[src/rtl/gray_enc_pkg.sv]
// Shared definitions for the one-hot to Gray encoder.
//   IN_W        : one-hot input width (16)
//   OUT_W       : Gray / index width (4)
//   ERR_MAX     : saturation value of the error counter
//   ILLEGAL_BIT : the input bit that never maps to a legal code
//   s1_payload_t: first pipeline stage payload {index, err}
//   bin2gray    : binary to reflected Gray conversion
package gray_enc_pkg;

  localparam int         IN_W        = 16;
  localparam int         OUT_W       = 4;
  localparam logic [7:0] ERR_MAX     = 8'hFF;
  localparam int         ILLEGAL_BIT = 15;

  typedef struct packed {
    logic [OUT_W-1:0] index;
    logic             err;
  } s1_payload_t;

  function automatic logic [OUT_W-1:0] bin2gray(input logic [OUT_W-1:0] bin);
    return bin ^ (bin >> 1);
  endfunction

endpackage

[src/rtl/onehot_index_detect.sv]
// Combinational front end of the encoder: turns a one-hot word into the
// binary code index that the Gray conversion consumes.
//   in_data : 16-bit one-hot word
//   index   : 0 for an all-zero word, i+1 for bit i (i in 0..14), 0 on error
//   err     : word is illegal (bit 15 set, or multi-hot in the default build)
// Build option: define GRAY_ENC_PRIORITY_EN to resolve multi-hot words to the
// highest set bit among 0..14 instead of flagging them.
module onehot_index_detect
  import gray_enc_pkg::*;
(
  input  logic [IN_W-1:0]  in_data,
  output logic [OUT_W-1:0] index,
  output logic             err
);

  logic [OUT_W-1:0] hi_idx;

  // Scanning upward leaves the highest set bit; for a true one-hot word that
  // is simply its only bit.
  always_comb begin
    hi_idx = '0;
    for (int i = 0; i < ILLEGAL_BIT; i++) begin
      if (in_data[i]) hi_idx = OUT_W'(i + 1);
    end
  end

`ifdef GRAY_ENC_PRIORITY_EN
  assign err = in_data[ILLEGAL_BIT];
`else
  logic multi_hot;

  // Clearing the lowest set bit leaves something only if two or more were set.
  assign multi_hot = |(in_data & (in_data - IN_W'(1)));
  assign err       = in_data[ILLEGAL_BIT] | multi_hot;
`endif

  // Illegal words encode as code 0 so the Gray output reads 0000.
  assign index = err ? '0 : hi_idx;

endmodule

[src/rtl/onehot_to_gray_encoder.sv]
// Two-stage pipelined one-hot to Gray encoder with valid/ready handshake.
//   clk, rst_n           : clock, asynchronous active-low reset
//   in_data/in_valid     : one-hot word and its qualifier
//   in_ready             : word is accepted this cycle (no output stall)
//   out_gray/out_err     : encoded Gray value and illegal-word flag
//   out_valid/out_ready  : output qualifier and downstream acceptance
//   err_count            : saturating count of illegal words handed off
//   clr_err_cnt          : synchronous clear of err_count (wins over increment)
// Build option: GRAY_ENC_PRIORITY_EN (see onehot_index_detect).
module onehot_to_gray_encoder #(
  parameter int IN_W      = 16,
  parameter int OUT_W     = 4,
  parameter int ERR_CNT_W = 8
) (
  input  logic                 clk,
  input  logic                 rst_n,
  input  logic [IN_W-1:0]      in_data,
  input  logic                 in_valid,
  output logic                 in_ready,
  output logic [OUT_W-1:0]     out_gray,
  output logic                 out_err,
  output logic                 out_valid,
  input  logic                 out_ready,
  output logic [ERR_CNT_W-1:0] err_count,
  input  logic                 clr_err_cnt
);

  import gray_enc_pkg::*;

  logic             stall;
  logic [OUT_W-1:0] det_index;
  logic             det_err;

  s1_payload_t          s1_q, s1_d;
  logic                 v1_q, v1_d;
  logic [OUT_W-1:0]     out_gray_q, out_gray_d;
  logic                 out_err_q, out_err_d;
  logic                 out_valid_q, out_valid_d;
  logic [ERR_CNT_W-1:0] err_count_q, err_count_d;

  onehot_index_detect u_detect (
    .in_data (in_data),
    .index   (det_index),
    .err     (det_err)
  );

  // The whole pipeline moves as one: a held output freezes both stages.
  assign stall    = out_valid_q & ~out_ready;
  assign in_ready = ~stall;

  always_comb begin
    s1_d        = s1_q;
    v1_d        = v1_q;
    out_gray_d  = out_gray_q;
    out_err_d   = out_err_q;
    out_valid_d = out_valid_q;
    if (!stall) begin
      v1_d = in_valid;
      // Bubbles carry a zero payload so they can never look like errors.
      s1_d = in_valid ? '{index: det_index, err: det_err} : '0;
      out_valid_d = v1_q;
      out_err_d   = v1_q & s1_q.err;
      out_gray_d  = v1_q ? bin2gray(s1_q.index) : '0;
    end
  end

  always_comb begin
    err_count_d = err_count_q;
    if (clr_err_cnt) begin
      err_count_d = '0;
    end else if (out_valid_q && out_ready && out_err_q && (err_count_q != '1)) begin
      err_count_d = err_count_q + ERR_CNT_W'(1);
    end
  end

  always_ff @(posedge clk or negedge rst_n) begin
    if (!rst_n) begin
      s1_q        <= '0;
      v1_q        <= 1'b0;
      out_gray_q  <= '0;
      out_err_q   <= 1'b0;
      out_valid_q <= 1'b0;
      err_count_q <= '0;
    end else begin
      s1_q        <= s1_d;
      v1_q        <= v1_d;
      out_gray_q  <= out_gray_d;
      out_err_q   <= out_err_d;
      out_valid_q <= out_valid_d;
      err_count_q <= err_count_d;
    end
  end

  assign out_gray  = out_gray_q;
  assign out_err   = out_err_q;
  assign out_valid = out_valid_q;
  assign err_count = err_count_q;

endmodule

[config.mk]
export PLATFORM = sky130hd
export DESIGN_NAME = onehot_to_gray_encoder
export DESIGN_NICKNAME = d
export VERILOG_FILES = /design/src/rtl/gray_enc_pkg.sv /design/src/rtl/onehot_index_detect.sv /design/src/rtl/onehot_to_gray_encoder.sv
export SDC_FILE = /design/constraint.sdc
export NUM_CORES = 1
export LEC_CHECK = 0
export CAP_MARGIN = 0
export CORE_ASPECT_RATIO = 1.5
export CORE_MARGIN = 2
export CORE_UTILIZATION = 25
export CTS_BUF_LIST = sky130_fd_sc_hd__clkbuf_8
export CTS_CLUSTER_DIAMETER = 120
export CTS_CLUSTER_SIZE = 20
export DETAILED_ROUTE_END_ITERATION = 8
export DONT_BUFFER_PORTS = 1
export PLACE_DENSITY_LB_ADDON = 0.1
export RECOVER_POWER = 25
export SLEW_MARGIN = 10
export SYNTH_ARGS = -nofsm -noshare
export SYNTH_HDL_FRONTEND = slang
export SYNTH_SLANG_ARGS = --single-unit
[constraint.sdc]
create_clock -name clk -period 1.5 [get_ports clk]
set_input_delay 0.15 -clock clk [delete_from_list [all_inputs] [get_ports clk]]
set_output_delay 0.15 -clock clk [all_outputs]
set_load 0.05 [all_outputs]
==> flow_summary.yaml, run 1 <==
setup_path:
  worstSetupEndpointType: "flop"
  crit_slowest_cell: "dfrtp_2"
  crit_path_cell_trace: "ha_4 -> nand3_1 -> o21ai_4 -> or3_1 -> a21oi_1"
  critPathKind: "flop to flop"
  crit_required_ps: 1680
  worstPathArrival_ps: 1580
  crit_buf_inv: 0
  critPathLaunchType: "flop"
  critPathMaxFanout: 9
  cp_top_family: "simple AND/OR/NAND/NOR gates"
  max_stage_delay_ps: 430
pwr:
  p_seq_share_pct: 48.2
  total_power_mw: 1.18
  comb_power_share_pct: 17.9
  cell_internal_pwr_mw: 0.863
  p_switching_mw: 0.320
  swShare_pct: 27.1
  p_clk_share_pct: 33.8
  p_leak_nw: 0.589
  vdd_ir_drop_max_mv: 0.312
  power.density_nw_per_um2: 787
run_status:
  status: "complete, no violations"
place:
  place_inst: 215
  pre_cts_ws_ps: -6.25
  hpwl_microns: 2450
  place_area_sq_um: 1450
  place.port_buffers: 0
  place.gp.congestion: 0.684
synthesis:
  yosys-top-cells-area: "dfrtp_1, nand2_1, xnor2_1"
  synthesis.nets: 158
  async_flop_share_pct: 100
  synth_cells: 136
  ys_seq_area_share_pct: 41.0
  syn_area_sq_um: 1220
  synth_top_cell_by_area: "dfrtp_1"
  synth-main-ff-cell: "dfrtp_1"
  syn-mean-instance-area_sq_um: 8.98
  ys_types: 42
  synth_edf_count: 0
  synth_warnings: 0
  synth_top_cell_area_share_pct: 41.0
  synth_seq_cells: 20
cells_and_area:
  fillers: 522
  final_layout_size_suffix_gt1_share_pct: 23.9
  final_cells: 221
  fin_area_sq_um: 1500
  register_area_sq_um: 512
  insertedDiodeCount: 0
  multi_input_area_sq_um: 718
  area_delta_synth_final_pct: 23.2
  nets: 178
clocking:
  numClockSinks: 20
  cts_tree: "yes"
  cts_buffer_depth: 2
  cts_setup_buffers: 0
  htreeDepth: 1
  cts.clk_slew.worst_paths_ps: 70
  cts_buffers: 3
  insertion_delay_ps: 250
  clockRootBuffer: "clkbuf_8"
grt:
  antenna_found_initial: 0
  grt_max_degree: 21
  grt_pass1_wl_microns: 4890
  track_usage_pct: 11.8
  overflow: 0
  grt_pass1_vias: 1114
route:
  vias: 1068
  antenna_left: 0
  viasPerCell: 4.83
  first_iter_violations: 32
  drc_errors: 0
  drt-total-wl_microns: 3020
  wire_per_inst_microns: 13.7
  first_pass_iters: 4
die:
  dieArea_sq_um: 5470
  die_x_microns: 61.1
  fp-row-count: 31
  start_util_pct: 25.6
  die_y_microns: 89.6
  core_area_sq_um: 4770
  io_pins: 36
sta:
  setup-violations-final: 0
  max-slew-margin-rel_pct: 37.9
  fin_crit_ps: 1400
  fmax_mhz: 713
  period_share_pct: 93.5
  final_max_slew_viol_count: 0
  skew_ps: 1.46
  hold_viol: 0
  layout_setup_ws_ps: 96.8
  rsz0062_at_grt: "no"
  worstMarginPinSlew_ps: 929
flow_run:
  maxCapViolCount: 0
hold_path:
  min_path_type: "input port to flop"
-- Yosys cell counts, types with 4 or more instances --
cell     number
nor2_1       16
o21ai_1       6
dfrtp_1      20
nand3_1       6
inv_1         4
or3_1         4
a21oi_1       5
o21ai_0       4
nand2_1      22
xnor2_1       8
nor3_1        6
-- power groups by stage --
stage / sequential (mW) / combinational (mW) / clock (mW)
after global routing: 0.572 / 0.235 / 0.449
after detailed placement: 0.582 / 0.206 / 0
final: 0.571 / 0.212 / 0.400
after floorplan: 0.618 / 0.122 / 0
after global placement: 0.582 / 0.205 / 0
after CTS: 0.571 / 0.226 / 0.427
-- registers in the layout, summed over array words and instances, names as in the netlist --
register / cells
err_count: 8
out_err: 1
out_gray: 4
out_valid: 1
s1_q: 5
v1_q: 1
-- layout by cell type (no fill, tap or decap), types with 5 or more instances in the layout --
| cell type | count |
|---|---|
| a21oi_1 | 5 |
| nand2_1 | 21 |
| xnor2_1 | 8 |
| dfrtp_2 | 9 |
| o21ai_1 | 5 |
| clkbuf_1 | 5 |
| nor2_1 | 16 |
| dfrtp_1 | 11 |
| nor3_1 | 5 |
| buf_4 | 9 |
| nand3_1 | 6 |
-- metal layers --
layer	wire, microns	GRT usage (%)	part of all wire [%]
met5	0	0	0
met1	1090	10.8	36
met3	203	2.87	6.7
met2	1700	23.6	56
met4	30	4.74	0.99
-- area by class of cell --
cell class	count	area share (%)
tap	66	5.49
clock buffer	4	3.66
sequential	20	34.0
multi-input combinational	109	47.8
timing repair buffer	18	7.74
inverter	4	1.33
-- path summary, 6_finish.rpt --
| kind | start | to | slack [ps] | cells after the start |
|---|---|---|---|---|
| setup / recovery | err_count[1] | err_count[3] | 100 | 5 |
| max in group asynchronous | rst_n | err_count[6] | 390 | 1 |
| setup reg to reg | err_count[1] | err_count[3] | 100 | 5 |
| hold reg to reg | s1_q[0] | s1_q[0] | 500 | 2 |
| min in group asynchronous | rst_n | err_count[2] | 480 | 1 |
| hold / removal | in_valid | v1_q | 50 | 2 |
-- cells by family (layout without fill, tap and decap cells) --
| family | after synthesis | count (layout) | synth area share (%) |
|---|---|---|---|
| AO/OA/AOI/OAI | 28 | 28 | 19.1 |
| multiplexers | 1 | 1 | 0.820 |
| buffers and inverters | 7 | 26 | 3.38 |
| AND/OR/NAND/NOR | 69 | 69 | 27.5 |
| XOR/XNOR | 9 | 9 | 6.46 |
| adder cells (fa/ha/maj) | 2 | 2 | 1.84 |
| flip-flops | 20 | 20 | 41.0 |
-- stage by stage --
step / setup TNS [ps] / util, % / hold slack (ps)
finish: 0 / 31.5 / 49.7
global route: 0 / 31.5 / 57.0
CTS: 0 / 31.9 / 47.8
detailed placement: -6.25 / 30.3 / -145
global placement: 0 / 30.3 / -145
floorplan: 0 / - / -146
-- what timing repair did --
action / in CTS / in global routing
resized for setup: 0 / 1
endpoints found under the setup margin: 0 / 2
hold endpoints to repair: 28 / 0
hold buffers: 2 / 0
No activity file was read; power rests on OpenSTA's default activity.
==> inputs of run 2 (changes only) <==
--- a/config.mk
+++ b/config.mk
@@ -14,6 +14,7 @@
 export CTS_CLUSTER_SIZE = 20
 export DETAILED_ROUTE_END_ITERATION = 8
 export DONT_BUFFER_PORTS = 1
+export GPL_ROUTABILITY_DRIVEN = 0
 export PLACE_DENSITY_LB_ADDON = 0.1
 export RECOVER_POWER = 25
 export SLEW_MARGIN = 10
==> results of run 2 <==
Same layout as run 1: the final DEF is identical, and so are final timing and power.
